File: config.mk
export PLATFORM = sky130hd
export DESIGN_NAME = uart_tx_arb_flat
export DESIGN_NICKNAME = d
export VERILOG_FILES = /design/src/rtl/uart_pkg.sv /design/src/rtl/uart_tx_arb_if.sv /design/src/rtl/uart_tx_arb_rr_pick.sv /design/src/rtl/uart_tx_arb.sv /design/src/flat_wrapper.sv
export SDC_FILE = /design/constraint.sdc
export NUM_CORES = 1
export LEC_CHECK = 0
export BUFFER_PORTS_ARGS = -buffer_cell sky130_fd_sc_hd__buf_2
export CORE_MARGIN = 2
export CORE_UTILIZATION = 46
export CTS_CLUSTER_DIAMETER = 80
export CTS_CLUSTER_SIZE = 20
export DETAILED_ROUTE_END_ITERATION = 8
export GPL_ROUTABILITY_DRIVEN = 1
export PLACE_DENSITY = 0.75
export SLEW_MARGIN = 10
export SYNTH_ARGS = -nofsm -noshare
export SYNTH_HDL_FRONTEND = slang
export SYNTH_HIERARCHICAL = 1
export SYNTH_SLANG_ARGS = --single-unit
File: constraint.sdc
create_clock -name clk -period 2.7 [get_ports clk]
set_input_delay 0.54 -clock clk [delete_from_list [all_inputs] [get_ports clk]]
set_output_delay 0.54 -clock clk [all_outputs]
set_load 0.1 [all_outputs]
File: src/rtl/uart_pkg.sv
// Shared definitions for the UART transmit arbiter.
// State encoding and byte width used across the slice.
package uart_pkg;

    localparam int BYTE_W = 8;

    typedef enum logic [1:0] {
        IDLE = 2'b00,
        SEND = 2'b01,
        WAIT = 2'b10
    } state_t;

endpackage

File: src/rtl/uart_tx_arb_if.sv
// Requester and transmitter signals of the arbiter.
// master drives requests and done ticks; slave is the arbiter.
interface uart_tx_arb_if
    import uart_pkg::*;
#(
    parameter int NREQ = 4
);
    localparam int IDW = $clog2(NREQ);

    logic [NREQ-1:0]        req;
    logic [BYTE_W*NREQ-1:0] din;
    logic [NREQ-1:0]        last;
    logic [NREQ-1:0]        ack;
    logic                   tx_start;
    logic [BYTE_W-1:0]      tx_din;
    logic                   tx_done_tick;
    logic                   busy;
    logic [IDW-1:0]         owner;
    logic                   locked;

    modport master (
        output req, din, last, tx_done_tick,
        input  ack, tx_start, tx_din, busy, owner, locked
    );

    modport slave (
        input  req, din, last, tx_done_tick,
        output ack, tx_start, tx_din, busy, owner, locked
    );

endinterface

File: src/rtl/uart_tx_arb_rr_pick.sv
// Combinational round-robin selector.
// Scans ptr+1, ptr+2, ... modulo NREQ; ptr itself is checked last.
module rr_pick #(
    parameter int NREQ = 4,
    parameter int IDW  = $clog2(NREQ)
) (
    input  logic [NREQ-1:0] req_i,
    input  logic [IDW-1:0]  ptr_i,
    output logic            valid_o,
    output logic [IDW-1:0]  idx_o
);

    // Walk from the farthest slot to the nearest so the nearest wins.
    always_comb begin
        int          j;
        logic [IDW-1:0] j_idx;
        valid_o = 1'b0;
        idx_o   = ptr_i;
        j       = 0;
        j_idx   = '0;
        for (int k = NREQ; k >= 1; k--) begin
            j     = (int'(ptr_i) + k) % NREQ;
            j_idx = IDW'(j);
            if (req_i[j_idx]) begin
                valid_o = 1'b1;
                idx_o   = j_idx;
            end
        end
    end

endmodule

File: src/rtl/uart_tx_arb.sv
// Round-robin arbiter sharing one UART transmitter among requesters.
// Supports packet locking with an idle timeout that releases the lock.
module uart_tx_arb
    import uart_pkg::*;
#(
    parameter int          NREQ    = 4,
    parameter logic [15:0] LOCK_TO = 16'd1000
) (
    input  logic          clk,
    input  logic          reset,
    uart_tx_arb_if.slave  bus
);

    localparam int IDW = $clog2(NREQ);
    localparam logic LOCK_EN = (LOCK_TO != 16'd0);

    state_t              state_q;
    logic [NREQ-1:0]     ack_q;
    logic                tx_start_q;
    logic [BYTE_W-1:0]   tx_din_q;
    logic                busy_q;
    logic [IDW-1:0]      owner_q;
    logic                locked_q;
    logic [15:0]         timer_q;

    logic [NREQ-1:0]     own_oh;
    logic [NREQ-1:0]     cand;
    logic                pick_v;
    logic [IDW-1:0]      pick_idx;
    logic [NREQ-1:0]     pick_oh;
    logic [BYTE_W-1:0]   din_sel;
    logic                last_sel;
    logic                lock_expire;

    // While locked only the owner may compete for the transmitter.
    always_comb begin
        own_oh = '0;
        for (int i = 0; i < NREQ; i++) begin
            own_oh[i] = (owner_q == IDW'(i));
        end
        cand = locked_q ? (bus.req & own_oh) : bus.req;
    end

    rr_pick #(
        .NREQ (NREQ),
        .IDW  (IDW)
    ) u_pick (
        .req_i   (cand),
        .ptr_i   (owner_q),
        .valid_o (pick_v),
        .idx_o   (pick_idx)
    );

    // Route the winner's byte and last flag to the latch point.
    always_comb begin
        pick_oh  = '0;
        din_sel  = '0;
        last_sel = 1'b0;
        for (int i = 0; i < NREQ; i++) begin
            if (pick_idx == IDW'(i)) begin
                pick_oh[i] = 1'b1;
                din_sel    = bus.din[BYTE_W*i +: BYTE_W];
                last_sel   = bus.last[i];
            end
        end
    end

    assign lock_expire = (timer_q == LOCK_TO - 16'd1);

    // Arbiter FSM with registered handshake and status outputs.
    always_ff @(posedge clk or posedge reset) begin
        if (reset) begin
            state_q    <= IDLE;
            ack_q      <= '0;
            tx_start_q <= 1'b0;
            tx_din_q   <= '0;
            busy_q     <= 1'b0;
            owner_q    <= IDW'(NREQ - 1);
            locked_q   <= 1'b0;
            timer_q    <= '0;
        end else begin
            ack_q      <= '0;
            tx_start_q <= 1'b0;
            unique case (state_q)
                IDLE: begin
                    if (pick_v) begin
                        tx_din_q   <= din_sel;
                        owner_q    <= pick_idx;
                        locked_q   <= LOCK_EN && !last_sel;
                        timer_q    <= '0;
                        ack_q      <= pick_oh;
                        tx_start_q <= 1'b1;
                        busy_q     <= 1'b1;
                        state_q    <= SEND;
                    end else if (locked_q) begin
                        if (lock_expire) begin
                            locked_q <= 1'b0;
                            timer_q  <= '0;
                        end else begin
                            timer_q <= timer_q + 16'd1;
                        end
                    end
                end
                SEND: begin
                    state_q <= WAIT;
                end
                WAIT: begin
                    if (bus.tx_done_tick) begin
                        busy_q  <= 1'b0;
                        state_q <= IDLE;
                    end
                end
                default: begin
                    busy_q  <= 1'b0;
                    state_q <= IDLE;
                end
            endcase
        end
    end

    assign bus.ack      = ack_q;
    assign bus.tx_start = tx_start_q;
    assign bus.tx_din   = tx_din_q;
    assign bus.busy     = busy_q;
    assign bus.owner    = owner_q;
    assign bus.locked   = locked_q;

endmodule

File: src/flat_wrapper.sv
// flat-port wrapper written by rule: the top's interface ports become plain ports
module uart_tx_arb_flat import uart_pkg::*;
#(
    parameter int          NREQ    = 4,
    parameter logic [15:0] LOCK_TO = 16'd1000
)
  (clk, reset, bus_req, bus_din, bus_last, bus_tx_done_tick, bus_ack, bus_tx_start, bus_tx_din, bus_busy, bus_owner, bus_locked);
  uart_tx_arb_if #(.NREQ(NREQ)) bus_i ();
  input  logic clk;
  input  logic reset;
  input wire logic [$bits(bus_i.req)-1:0] bus_req;
  input wire logic [$bits(bus_i.din)-1:0] bus_din;
  input wire logic [$bits(bus_i.last)-1:0] bus_last;
  input wire logic [$bits(bus_i.tx_done_tick)-1:0] bus_tx_done_tick;
  output wire logic [$bits(bus_i.ack)-1:0] bus_ack;
  output wire logic [$bits(bus_i.tx_start)-1:0] bus_tx_start;
  output wire logic [$bits(bus_i.tx_din)-1:0] bus_tx_din;
  output wire logic [$bits(bus_i.busy)-1:0] bus_busy;
  output wire logic [$bits(bus_i.owner)-1:0] bus_owner;
  output wire logic [$bits(bus_i.locked)-1:0] bus_locked;
  assign bus_i.req = bus_req;
  assign bus_i.din = bus_din;
  assign bus_i.last = bus_last;
  assign bus_i.tx_done_tick = bus_tx_done_tick;
  assign bus_ack = bus_i.ack;
  assign bus_tx_start = bus_i.tx_start;
  assign bus_tx_din = bus_i.tx_din;
  assign bus_busy = bus_i.busy;
  assign bus_owner = bus_i.owner;
  assign bus_locked = bus_i.locked;
  uart_tx_arb #(.NREQ(NREQ), .LOCK_TO(LOCK_TO)) u_core (.clk(clk), .reset(reset), .bus(bus_i));
endmodule
Yosys cells after proc, flatten, opt, wreduce, memory -nomap -nowiden
Index checks and enable logic that the tools add are counted. W data, S select, Z words.

Word-level logic and storage cells: 84. Register bits after elaboration: 35. Input port bits: 43.

Order comparisons: 4. Muxes and demuxes: 45. Reduce and logical (&&, ||, !) cells: 9. Add/sub/neg operators: 5. Bitwise operators: 2. Equality and inequality tests: 11.

Operators with widths (number): $mux W16 (3); $mux W8 (4); $mux W1 (23); $add A16 B1 Y16 const B (1); $eq A16 B10 Y1 const B (1); $lt A2 B3 Y1 const B (4); $mux W2 (6); $mux W4 (3); $eq A2 B2 Y1 const B (5); $bmux W1 S2 (4); $eq A2 B1 Y1 const B (3); $logic_not A2 Y1 (3); $pmux W2 S3 (1); $reduce_and A2 Y1 (3); $add A2 B1 Y2 const B (2); $add A2 B2 Y2 const B (2); $and A4 B4 Y4 (1); $pmux W1 S3 (1); $reduce_and A3 Y1 (1); $ne A2 B1 Y1 const B (1); $ne A2 B2 Y1 const B (1); $reduce_bool A2 Y1 (1); $logic_not A1 Y1 (1); $not A1 Y1 (1).

Longest topological paths before layout
Gate-level depths: netlist of the first run.

Depth in word-level cells: 16. Gate-level depth with buffers: 10. Gate-level depth less buffers: 8.

Cells and area by module
Netlist of the first run, hierarchy kept.

Modules (own cells, without submodules): uart_tx_arb (area an instance 1886.8 um^2, times used 1, cells each 197); rr_pick (area an instance 82.6 um^2, times used 1, cells each 14).

Worst setup path before layout of the first run
Ideal clock, no wire load.

Path kind: reg-to-reg. From: register u_core.owner_q[1], in the netlist u_core/bus.owner[1]. To: register u_core.tx_din_q[0], in the netlist u_core/bus.tx_din[0]. Path buffers: 2. Stages on the path, launching flop included: 11. Required time: 2580 ps. Arrival time: 2903 ps. Library setup time: 120 ps. Setup slack: -323 ps. Path through: dfstp_2 nand2_1 a21boi_0 inv_1 o22ai_1 a221o_1 clkbuf_1 buf_2 mux4_2 nand2_1 nand2_1.

Word-level cells in the longest chain between the ends: 14. Elaborated cells between the ends (all ways): 35. Those cells by class: add/sub (4); eq/ne (6); mux (21); bitwise (1); reduce/logical (3).

RTL lines: from (decl) (line uart_tx_arb.sv:22) `logic [IDW-1:0] owner_q;`; from (signal assigned) (line uart_tx_arb.sv:78) `owner_q <= IDW'(NREQ - 1);`; from (signal assigned) (line uart_tx_arb.sv:88) `owner_q <= pick_idx;`; $eq A2 B2 Y1 (*) (line uart_tx_arb.sv:39) `own_oh[i] = (owner_q == IDW'(i));`; $and A4 B4 Y4 (*) (line uart_tx_arb.sv:41) `cand = locked_q ? (bus.req & own_oh) : bus.req;`; $mux W4 (*) (line uart_tx_arb.sv:41); net u_core.cand[3] (line uart_tx_arb.sv:27) `logic [NREQ-1:0] cand;`; $bmux W1 S2 (line uart_tx_arb_rr_pick.sv:24) `if (req_i[j_idx]) begin`; $mux W1 (implied by the code) (line uart_tx_arb_rr_pick.sv:24); $mux W2 (3 in series) (line uart_tx_arb_rr_pick.sv:24); $mux W2 (*) (line uart_tx_arb_rr_pick.sv:24); net u_core.pick_idx[0] (line uart_tx_arb.sv:29) `logic [IDW-1:0] pick_idx;`; $logic_not A2 Y1 (line uart_tx_arb.sv:60) `if (pick_idx == IDW'(i)) begin`; $mux W8 (3 in series) (line uart_tx_arb.sv:60); $mux W8 (*) (line uart_tx_arb.sv:60); to (signal assigned) (line uart_tx_arb.sv:87) `tx_din_q <= din_sel;`; to (decl) (line uart_tx_arb.sv:20) `logic [BYTE_W-1:0] tx_din_q;`.

The timed path passes the listed nets; every way through them passes the cells marked *. The select of a mux whose other input is x is not followed. A chain may end at the register's enable or synchronous reset.

Worst setup path in the final report of the first run
From: register u_core.owner_q[0], in the netlist u_core/bus.owner[0]. To: register u_core.tx_din_q[6], in the netlist u_core/bus.tx_din[6].

Word-level cells in the longest chain between the ends: 14. Elaborated cells between the ends (all ways): 35. Those cells by class: add/sub (4); eq/ne (6); mux (21); bitwise (1); reduce/logical (3).

RTL lines (line): $eq A2 B1 Y1 (*) (uart_tx_arb.sv:39); $and A4 B4 Y4 (*) (uart_tx_arb.sv:41); $mux W4 (*) (uart_tx_arb.sv:41); net u_core.cand[1] (uart_tx_arb.sv:27); $bmux W1 S2 (uart_tx_arb_rr_pick.sv:24); $mux W1 (implied by the code) (uart_tx_arb_rr_pick.sv:24); $mux W2 (3 in series) (uart_tx_arb_rr_pick.sv:24); $mux W2 (*) (uart_tx_arb_rr_pick.sv:24); net u_core.pick_idx[0] (uart_tx_arb.sv:29); $logic_not A2 Y1 (uart_tx_arb.sv:60); $mux W8 (3 in series) (uart_tx_arb.sv:60); $mux W8 (*) (uart_tx_arb.sv:60).

Marked as above.

==> results of run 1 <==
-- placed cells by master (no fill, tap or decap), types with 4 or more instances in the layout --
cell,n
a21oi_1,10
a31oi_1,5
buf_2,59
buf_4,9
clkbuf_8,6
dfrtp_1,32
inv_1,14
mux4_2,9
nand2_1,44
nand2b_1,4
nand3_1,8
nand4_1,4
nor2_1,6
nor3_1,7
o21ai_0,12
o22ai_1,5
or3_1,4
-- cells by family (layout without fill, tap and decap cells) --
family | Yosys count | after routing | share of synthesized area (%)
DFF | 35 | 35 | 44.6
adders and majority gates | 1 | 1 | 0.635
AOI/OAI and AO/OA | 44 | 44 | 13.7
and+or+nand+nor | 97 | 97 | 24.9
muxes | 12 | 12 | 11.8
buffers and inverters | 22 | 90 | 4.32
-- how the worst min path moves through the flow --
stage | end | slack (ns) | cells after the start
6_report | u_core/bus.ack[2]$_DFF_PP0_ | 0.35 | 2
5_1_grt | u_core/bus.tx_din[6]$_DFFE_PP0P_ | 0.42 | 2
4_1_cts | u_core/bus.locked$_DFFE_PP0N_ | 0.38 | 2
3_5_place_dp | u_core/bus.tx_din[5]$_DFFE_PP0P_ | 0.46 | 2
3_3_place_gp | u_core/bus.tx_din[4]$_DFFE_PP0P_ | 0.45 | 2
2_1_floorplan | u_core/bus.busy$_DFFE_PP0P_ | 0.47 | 1
-- Yosys cell counts, types with 2 or more instances --
cell type  count
a21boi_0       3
a21oi_1       10
a31oi_1        5
and4_1         2
buf_2          2
clkbuf_1       5
dfrtp_1       33
dfstp_2        2
inv_1         14
mux2i_1        3
mux4_2         9
nand2_1       44
nand2b_1       4
nand3_1        8
nand4_1        4
nor2_1         6
nor3_1         7
nor3b_1        2
nor4_1         3
nor4b_1        2
o21ai_0       12
o22ai_1        5
o31ai_1        3
or3_1          4
or4_1          4
-- registers in the layout, indices dropped and copies added, names as in the netlist --
register	cells
u_core/bus.ack	4
u_core/bus.locked	1
u_core/state_q	2
u_core/bus.tx_start	1
u_core/timer_q	16
u_core/bus.busy	1
u_core/bus.tx_din	8
u_core/bus.owner	2
-- worst max-delay path, stage by stage (launching register included) --
cell and delay, ns:
dfstp_4 0.66, nand2b_1 0.06, a21boi_0 0.37, mux2i_1 0.12
nor2_1 0.12, a221o_1 0.13, buf_4 0.23, mux4_2 0.54
nand2_1 0.09, nand2_1 0.05
-- final cells by class --
type	instances	area [sq um]
Tap cell	50	62.6
Clock buffer	6	82.6
Sequential cell	35	887
Inverter	14	52.6
Timing Repair Buffer	68	363
Multi-Input combinational cell	154	1010
Clock inverter	2	35.0
Fill cell	345	1560
-- power groups by stage --
stage          clock, mW  combinational [mW]  sequential, mW
6_report           0.490                2.05           0.811
2_1_floorplan          0               0.804            1.68
3_3_place_gp           0                2.03           0.811
4_1_cts            0.493                2.05           0.809
5_1_grt            0.522                2.19           0.837
3_5_place_dp           0                2.05           0.819
-- metrics by stage --
| stage | worst slack (ns) | total power, mW | std cells | hold WS (ns) |
|---|---|---|---|---|
| global placement | 0.259 | 2.84 | 321 | 0.455 |
| finish | 0.218 | 3.36 | 329 | 0.349 |
| floorplan | 0.0904 | 2.49 | 211 | 0.473 |
| detailed placement | 0.181 | 2.87 | 321 | 0.457 |
| CTS | 0.174 | 3.35 | 329 | 0.376 |
| global route | 0.0668 | 3.55 | 329 | 0.417 |
-- layer usage --
layer	track usage [%]	wire length [microns]	up-vias
met4	6.10	71	0
met1	27.0	1960	846
met3	5.23	269	8
met5	0	0	-
met2	35.7	2330	56
li1	-	-	901
==> impl_metrics.env, run 1 <==
export IMPL_status="finished clean"
export IMPL_cts_max_path_buffers=2
export IMPL_yosysTopAreaCell="dfrtp_1"
export IMPL_power_frac_seq_pct=24.2
export IMPL_io_buffers=59
export IMPL_fin_skew_ns=0.00594
export IMPL_synth_enable_flop_cells=0
export IMPL_fp_dieW_microns=69.4
export IMPL_cts_tree="built"
export IMPL_critPathLaunch="u_core/bus.owner[0]$_DFFE_PP1P_"
export IMPL_n_antenna_cell=0
export IMPL_post_cts_buffers=0
export IMPL_finalHoldViolCount=0
export IMPL_path_max_fanout=11
export IMPL_power_density_mw_per_mm2=1340
export IMPL_rsz0062_at_grt="no"
export IMPL_grt_usage_pct=21.2
export IMPL_finalSetupViolations=0
export IMPL_arrival_ns=2.67
export IMPL_dpl_cell_area_sq_mm=0.00237
export IMPL_area_delta_synth_final_pct=26.7
export IMPL_p_leak_nw=1.16
export IMPL_wl_per_cell_microns=14.1
export IMPL_die_y_microns=69.4
export IMPL_synth_area_per_cell_sq_um=9.33
export IMPL_finalCritPeriodShare_pct=91.9
export IMPL_start_util_pct=48.5
export IMPL_worstMarginPinSlew_ns=0.692
export IMPL_synth_nets=255
export IMPL_final_util_pct=61.5
export IMPL_grt_pass1_vias=1784
export IMPL_rr_startpoint="u_core/bus.owner[0]$_DFFE_PP1P_"
export IMPL_maxCapViolations=0
export IMPL_fin_crit_ns=2.48
export IMPL_drc=0
export IMPL_num_vias=1811
export IMPL_async_flop_share_pct=100
export IMPL_place_congestion=0.890
export IMPL_ant_nets=0
export IMPL_power_frac_comb_pct=61.2
export IMPL_ctsResizeCount=0
export IMPL_rows=23
export IMPL_die_area_sq_mm=0.00482
export IMPL_internal_power_mw=1.55
export IMPL_ys_warn_count=6
export IMPL_worstRegToRegCells=9
export IMPL_drtIter0Drc=68
export IMPL_yosysSeqAreaShare_pct=44.6
export IMPL_drive_above_1_share_pct=33.3
export IMPL_syn_area_sq_mm=0.00197
export IMPL_cts_buffers_inserted=5
export IMPL_switching_share_pct=53.7
export IMPL_slew_violations=0
export IMPL_core_sq_mm=0.00406
export IMPL_layout_nets=322
export IMPL_p_switching_mw=1.80
export IMPL_r2r_slack_ns=0.22
export IMPL_cts_root_buf="clkbuf_8"
export IMPL_critPathKind="flip-flop to flip-flop"
export IMPL_drtPass1Iterations=4
export IMPL_via_per_inst=5.50
export IMPL_antenna_found_initial=0
export IMPL_synthCells=211
export IMPL_h_tree_depth=2
export IMPL_timing_rr_end="u_core/bus.tx_din[6]$_DFFE_PP0P_"
export IMPL_yosys_most_used_dff="dfrtp_1"
export IMPL_dpl_hpwl_microns=3480
export IMPL_ys_seq_elements=35
export IMPL_relSlewSlack_pct=53.8
export IMPL_gr_total_overflow=0
export IMPL_synth_top_area_share_pct=41.9
export IMPL_clockPowerShare_pct=14.6
export IMPL_setup_tns_final_ns=0
export IMPL_min_path_type="primary input to asynchronous set/reset pin"
export IMPL_grt_pass1_wl_microns=8220
export IMPL_critical_path_endpoint_type="flip-flop"
export IMPL_clkLatencyLatePin_ns=0.29
export IMPL_synthTopCellsByArea="dfrtp_1, mux4_2, nand2_1"
export IMPL_cts_sinks=35
export IMPL_cp_start_kind="flip-flop"
export IMPL_yosys_cell_types_count=40
export IMPL_endpoint="u_core/bus.tx_din[6]$_DFFE_PP0P_"
export IMPL_ir_drop_uv=1050
export IMPL_cp_required_ns=2.88
export IMPL_holdBufCountCts=0
export IMPL_stdcell_area_sq_mm=0.00250
export IMPL_routed_wl_microns=4640
export IMPL_path_clk_slew_ns=0.07
export IMPL_fmax_ghz=0.403
export IMPL_grt_max_degree=19
export IMPL_boundaryPins=60
Note: power is estimated with default switching activity, not from simulation.
==> run 2: changes to the inputs <==
--- a/config.mk
+++ b/config.mk
@@ -7,14 +7,12 @@
 export LEC_CHECK = 0
 export BUFFER_PORTS_ARGS = -buffer_cell sky130_fd_sc_hd__buf_2
 export CORE_MARGIN = 2
-export CORE_UTILIZATION = 46
+export CORE_UTILIZATION = 47
 export CTS_CLUSTER_DIAMETER = 80
 export CTS_CLUSTER_SIZE = 20
 export DETAILED_ROUTE_END_ITERATION = 8
 export GPL_ROUTABILITY_DRIVEN = 1
 export PLACE_DENSITY = 0.75
-export SLEW_MARGIN = 10
 export SYNTH_ARGS = -nofsm -noshare
 export SYNTH_HDL_FRONTEND = slang
-export SYNTH_HIERARCHICAL = 1
 export SYNTH_SLANG_ARGS = --single-unit
==> impl_metrics.env, run 2 <==
export IMPL_grt_pass1_vias=1809
export IMPL_fp_dieW_microns=70.4
export IMPL_drive_above_1_share_pct=35.3
export IMPL_arrival_ns=2.78
export IMPL_async_flop_share_pct=100
export IMPL_grt_usage_pct=20.6
export IMPL_critPathKind="flip-flop to flip-flop"
export IMPL_worstMarginPinSlew_ns=0.508
export IMPL_area_delta_synth_final_pct=28.5
export IMPL_path_max_fanout=7
export IMPL_layout_nets=333
export IMPL_crit_path_cell_trace="buf_4, buf_4, mux2i_1, a21oi_2, mux2_4, o22ai_4, xnor2_4, buf_4, mux2_4, o221ai_2"
export IMPL_slew_violations=0
export IMPL_grt_max_degree=36
export IMPL_rsz0062_at_grt="no"
export IMPL_num_vias=1840
export IMPL_cts_max_path_buffers=2
export IMPL_ir_drop_uv=936
export IMPL_yosys_cell_types_count=48
export IMPL_relSlewSlack_pct=66.4
export IMPL_grt_pass1_wl_microns=8060
export IMPL_boundaryPins=60
export IMPL_yosys_most_used_dff="dfrtp_1"
export IMPL_final_common_cell="buf_2"
export IMPL_synth_area_per_cell_sq_um=9.83
export IMPL_die_y_microns=70.4
export IMPL_finalHoldViolCount=0
export IMPL_synth_enable_flop_cells=0
export IMPL_regArea_sq_um=886
export IMPL_yosysTopAreaCell="dfrtp_1"
export IMPL_status="finished clean"
export IMPL_cts_buffers_inserted=5
export IMPL_ant_nets=0
export IMPL_power_density_mw_per_mm2=1500
export IMPL_top_register="u_core.timer_q"
export IMPL_path_clk_slew_ns=0.08
export IMPL_multi_input_area_sq_mm=0.00115
export IMPL_synthCells=211
export IMPL_cts_root_buf="clkbuf_8"
export IMPL_nFillCells=366
export IMPL_cp_slowest_cell="dfstp_4"
export IMPL_timing_hold_ws_ns=0.330
export IMPL_die_area_sq_mm=0.00496
export IMPL_ys_seq_elements=35
export IMPL_wl_per_cell_microns=13.8
export IMPL_mostFrequentLayoutCells="buf_2, dfrtp_1, mux2i_1"
export IMPL_yosys_top_cells_count="dfrtp_1, mux2i_1, nor2_1"
export IMPL_core_sq_mm=0.00429
export IMPL_drtIter0Drc=83
export IMPL_finalCritPeriodShare_pct=95.0
export IMPL_dpl_hpwl_microns=3590
export IMPL_syn_area_sq_mm=0.00207
export IMPL_cp_start_kind="flip-flop"
export IMPL_rows=24
export IMPL_yosysMostFrequentCell="dfrtp_1"
export IMPL_finalSetupViolations=0
export IMPL_fin_crit_ns=2.57
export IMPL_p_leak_nw=1.29
export IMPL_final_util_pct=62.1
export IMPL_critPathMaxStageDelay_ns=0.69
export IMPL_ys_warn_count=0
export IMPL_antenna_found_initial=0
export IMPL_cts_sinks=35
export IMPL_h_tree_depth=2
export IMPL_n_antenna_cell=0
export IMPL_synth_nets=259
export IMPL_clkLatencyLatePin_ns=0.29
export IMPL_fmax_ghz=0.390
export IMPL_largest_reg_flops=16
export IMPL_io_buffers=59
export IMPL_cp_common_cell="buf_4"
export IMPL_routed_wl_microns=4670
export IMPL_critical_path_endpoint_type="flip-flop"
export IMPL_gr_total_overflow=0
export IMPL_drc=0
export IMPL_place_congestion=0.787
export IMPL_maxCapViolations=0
export IMPL_fin_skew_ns=0.00932
export IMPL_start_util_pct=48.3
export IMPL_holdBufCountCts=0
export IMPL_min_path_type="primary input to asynchronous set/reset pin"
export IMPL_synth_top_area_share_pct=39.8
export IMPL_via_per_inst=5.44
export IMPL_setup_tns_final_ns=0
export IMPL_drtPass1Iterations=5
export IMPL_synthTopCellsByArea="dfrtp_1, mux2i_1, nor2_1"
export IMPL_cp_required_ns=2.92
export IMPL_yosysSeqAreaShare_pct=42.4
export IMPL_cts_tree="built"
run 2: area by class of cell:
| class | count | share of cell area, % |
|---|---|---|
| multi-input combinational | 158 | 43.2 |
| sequential | 35 | 33.2 |
| timing repair buffer | 75 | 16.1 |
| clock buffer | 5 | 2.58 |
| tap | 52 | 2.44 |
| inverter | 10 | 1.69 |
| clock inverter | 3 | 0.751 |
run 2: cell families after synthesis:
| group | Yosys count | share of synthesized area (%) |
|---|---|---|
| and+or+nand+nor | 71 | 16.1 |
| AOI/OAI and AO/OA | 47 | 17.0 |
| DFF | 35 | 42.4 |
| muxes | 26 | 13.1 |
| buffers and inverters | 18 | 4.28 |
| xor gates and xnor gates | 9 | 4.16 |
| adders and majority gates | 5 | 3.02 |
run 2: path summary, 6_finish.rpt:
path	startpoint	endpoint	slack [ns]	cells past startpoint
worst max-delay path	u_core.bus.owner[0]$_DFFE_PP1P_	u_core.bus.locked$_DFFE_PP0P_	0.13	10
worst min-delay path	reset	u_core.timer_q[10]$_DFFE_PP0P_	0.33	3
worst min register to register	u_core.bus.tx_din[0]$_DFFE_PP0P_	u_core.bus.tx_din[0]$_DFFE_PP0P_	0.49	2
worst max register to register	u_core.bus.owner[0]$_DFFE_PP1P_	u_core.bus.locked$_DFFE_PP0P_	0.13	10
max in group asynchronous	reset	u_core.bus.owner[0]$_DFFE_PP1P_	2.04	3
min in group clk	u_core.bus.tx_din[0]$_DFFE_PP0P_	u_core.bus.tx_din[0]$_DFFE_PP0P_	0.49	2
run 2: through the flow:
stage | setup WS, ns | std cells | instance area (sq um) | power, mW
after floorplan | -0.0323 | 211 | 2130 | 3.02
after global placement | 0.0353 | 329 | 2560 | 3.54
after detailed placement | -0.0211 | 329 | 2560 | 3.57
after CTS | 0.0627 | 337 | 2660 | 4.00
after global routing | 0.00848 | 338 | 2670 | 4.26
final | 0.135 | 338 | 2670 | 4.00
run 2: power breakdown:
| part | internal [mW] | switching, mW |
|---|---|---|
| clock network | 0.179 | 0.202 |
| registers | 0.689 | 0.109 |
| logic | 1.03 | 1.79 |
run 2: critical path, delay by kind of cell, from the launching register on:
family	cells	cell delay (ns)
mux	3	0.79
flops	1	0.69
buf+inv	3	0.47
compound gates	3	0.35
xor+xnor	1	0.17
run 2: repair_timing:
| action | 4_1_cts | 5_1_grt |
|---|---|---|
| setup endpoints to repair | 6 | 6 |
| setup buffers | 0 | 1 |
| pin swaps | 0 | 1 |
| endpoints found under the hold margin | 0 | 0 |
| gates cloned | 0 | 0 |
| gates resized for setup | 1 | 0 |
run 2: layer usage:
| metal | part of all wire, % | vias to the layer above | wire length [microns] | track usage, % |
|---|---|---|---|---|
| met5 | 0 | - | 0 | 0 |
| met2 | 46 | 55 | 2130 | 30.8 |
| met3 | 4.7 | 10 | 218 | 6.06 |
| met1 | 47 | 859 | 2210 | 27.5 |
| met4 | 2.3 | 0 | 109 | 9.19 |
| li1 | - | 916 | - | - |
==> run 3: changes to the inputs <==
--- a/config.mk
+++ b/config.mk
@@ -13,6 +13,8 @@
 export DETAILED_ROUTE_END_ITERATION = 8
 export GPL_ROUTABILITY_DRIVEN = 1
 export PLACE_DENSITY = 0.75
+export SKIP_LAST_GASP = 1
 export SYNTH_ARGS = -nofsm -noshare
 export SYNTH_HDL_FRONTEND = slang
 export SYNTH_SLANG_ARGS = --single-unit
+export TNS_END_PERCENT = 10
==> constraint.sdc (replaced) <==
create_clock -name clk -period 2.2 [get_ports clk]
set_input_delay 0.44 -clock clk [delete_from_list [all_inputs] [get_ports clk]]
set_output_delay 0.44 -clock clk [all_outputs]
set_load 0.1 [all_outputs]
==> impl_metrics.env, run 3 (synthesis results as in run 2) <==
export IMPL_cts_tree="built"
export IMPL_grt_usage_pct=21.8
export IMPL_rows=24
export IMPL_cp_required_ns=2.34
export IMPL_core_sq_mm=0.00429
export IMPL_grt_pass1_wl_microns=8590
export IMPL_top_register="u_core.timer_q"
export IMPL_num_vias=1964
export IMPL_dpl_hpwl_microns=3780
export IMPL_status="complete, but fails checks"
export IMPL_cp_start_kind="flip-flop"
export IMPL_fmax_ghz=0.389
export IMPL_r2r_slack_ns=-0.37
export IMPL_drtIter0Drc=60
export IMPL_largest_reg_flops=16
export IMPL_antenna_found_initial=0
export IMPL_cts_sinks=35
export IMPL_drtPass1Iterations=4
export IMPL_cts_max_path_buffers=2
export IMPL_grt_pass1_vias=1931
export IMPL_critical_path_endpoint_type="flip-flop"
export IMPL_final_util_pct=67.5
export IMPL_endpoint="u_core.bus.tx_din[6]$_DFFE_PP0P_"
export IMPL_die_area_sq_mm=0.00496
export IMPL_maxCapViolations=0
export IMPL_path_clk_slew_ns=0.07
export IMPL_min_path_type="primary input to asynchronous set/reset pin"
export IMPL_fin_crit_ns=2.57
export IMPL_cts_buffers_inserted=5
export IMPL_rr_startpoint="u_core.bus.owner[0]$_DFFE_PP1P_"
export IMPL_boundaryPins=60
export IMPL_path_max_fanout=7
export IMPL_finalSetupViolations=30
export IMPL_routed_wl_microns=5190
export IMPL_fin_ws_ns=-0.369
export IMPL_clkLatencyLatePin_ns=0.28
export IMPL_violations="setup timing"
export IMPL_finalHoldViolCount=0
export IMPL_grt_max_degree=36
export IMPL_critPathKind="flip-flop to flip-flop"
export IMPL_mostFrequentLayoutCells="buf_2, dfrtp_1, buf_4"
export IMPL_ant_nets=0
export IMPL_layout_nets=351
export IMPL_arrival_ns=2.71
export IMPL_h_tree_depth=2
export IMPL_slew_violations=0
export IMPL_place_congestion=0.878
export IMPL_worstMarginPinSlew_ns=0.511
export IMPL_area_delta_synth_final_pct=39.8
export IMPL_final_common_cell="buf_2"
export IMPL_cts_root_buf="clkbuf_8"
export IMPL_worstRegToRegCells=11
export IMPL_fin_skew_ns=0.00698
export IMPL_gr_total_overflow=0
export IMPL_critPathLaunch="u_core.bus.owner[0]$_DFFE_PP1P_"
export IMPL_start_util_pct=48.3
export IMPL_via_per_inst=5.52
export IMPL_drive_above_1_share_pct=40.8
export IMPL_rsz0062_at_grt="yes"
export IMPL_n_antenna_cell=0
export IMPL_nFillCells=337
export IMPL_finalCritPeriodShare_pct=117
export IMPL_io_buffers=59
export IMPL_die_y_microns=70.4
export IMPL_wl_per_cell_microns=14.6
export IMPL_drc=0
export IMPL_fp_dieW_microns=70.4
export IMPL_relSlewSlack_pct=66.2
export IMPL_timing_rr_end="u_core.bus.tx_din[6]$_DFFE_PP0P_"
[run 3: cell types whose count changed in the layout (fill, tap and decap cells not counted), moves of 2 or more]
| cell | previous run | this run |
|---|---|---|
| buf_12 | 1 | 4 |
| buf_4 | 15 | 28 |
| clkbuf_8 | 5 | 7 |
| clkinvlp_4 | 2 | 0 |
| ha_1 | 3 | 1 |
| mux2i_1 | 23 | 20 |
| mux2i_2 | 0 | 3 |
[run 3: cell type report]
cell class	count	area, sq um	share of cell area (%)
tap	52	65.1	2.24
clock buffer	8	100	3.45
timing repair buffer	93	624	21.5
inverter	10	45.0	1.55
sequential	35	886	30.6
multi-input combinational	158	1180	40.7
[run 3: worst max-delay path: stages, from the launching register on]
cell and delay (ns):
dfstp_4 0.70, inv_8 0.05, ha_4 0.16, mux2i_2 0.16, a21oi_2 0.09, mux2_4 0.30
o22ai_4 0.17, xnor2_4 0.16, buf_12 0.15, buf_12 0.13, mux2i_1 0.19, o221ai_1 0.14
[run 3: per-layer routing]
layer	vias up	wire length [microns]	track usage (%)
li1	949	-	-
met1	962	2240	28.2
met2	39	2660	35.3
met3	14	167	4.18
met4	0	123	9.62
met5	-	0	0
[run 3: per-stage QoR]
stage	TNS [ns]	setup WS [ns]	instance area, sq um	hold WS (ns)	std cells
2_1_floorplan	-10.23	-0.532	2130	0.449	211
3_3_place_gp	-3.62	-0.284	2680	0.467	342
3_5_place_dp	-5.83	-0.349	2680	0.478	342
4_1_cts	-5.01	-0.340	2840	0.251	353
5_1_grt	-10.45	-0.472	2900	0.285	356
6_report	-6.26	-0.369	2900	0.238	356
[run 3: worst min-delay path by stage]
stage                                  endpoint  depth (start not counted)
6_report            u_core.bus.ack[2]$_DFF_PP0_                          3
5_1_grt             u_core.bus.ack[3]$_DFF_PP0_                          3
4_1_cts             u_core.bus.ack[3]$_DFF_PP0_                          3
3_5_place_dp   u_core.bus.tx_din[6]$_DFFE_PP0P_                          2
3_3_place_gp   u_core.bus.tx_din[1]$_DFFE_PP0P_                          2
2_1_floorplan     u_core.timer_q[8]$_DFFE_PP0P_                          1
[run 3: timing repair]
item,4_1_cts,5_1_grt
hold endpoints to repair,0,0
resized for setup,5,5
setup buffers,2,3
hold buffers,0,0
cloned,1,0
setup endpoints to repair,31,31
pin swaps,2,5
Power of run 3 is not shown: default switching activity piles up to over one toggle a cycle in this logic, so the estimate is an artifact.
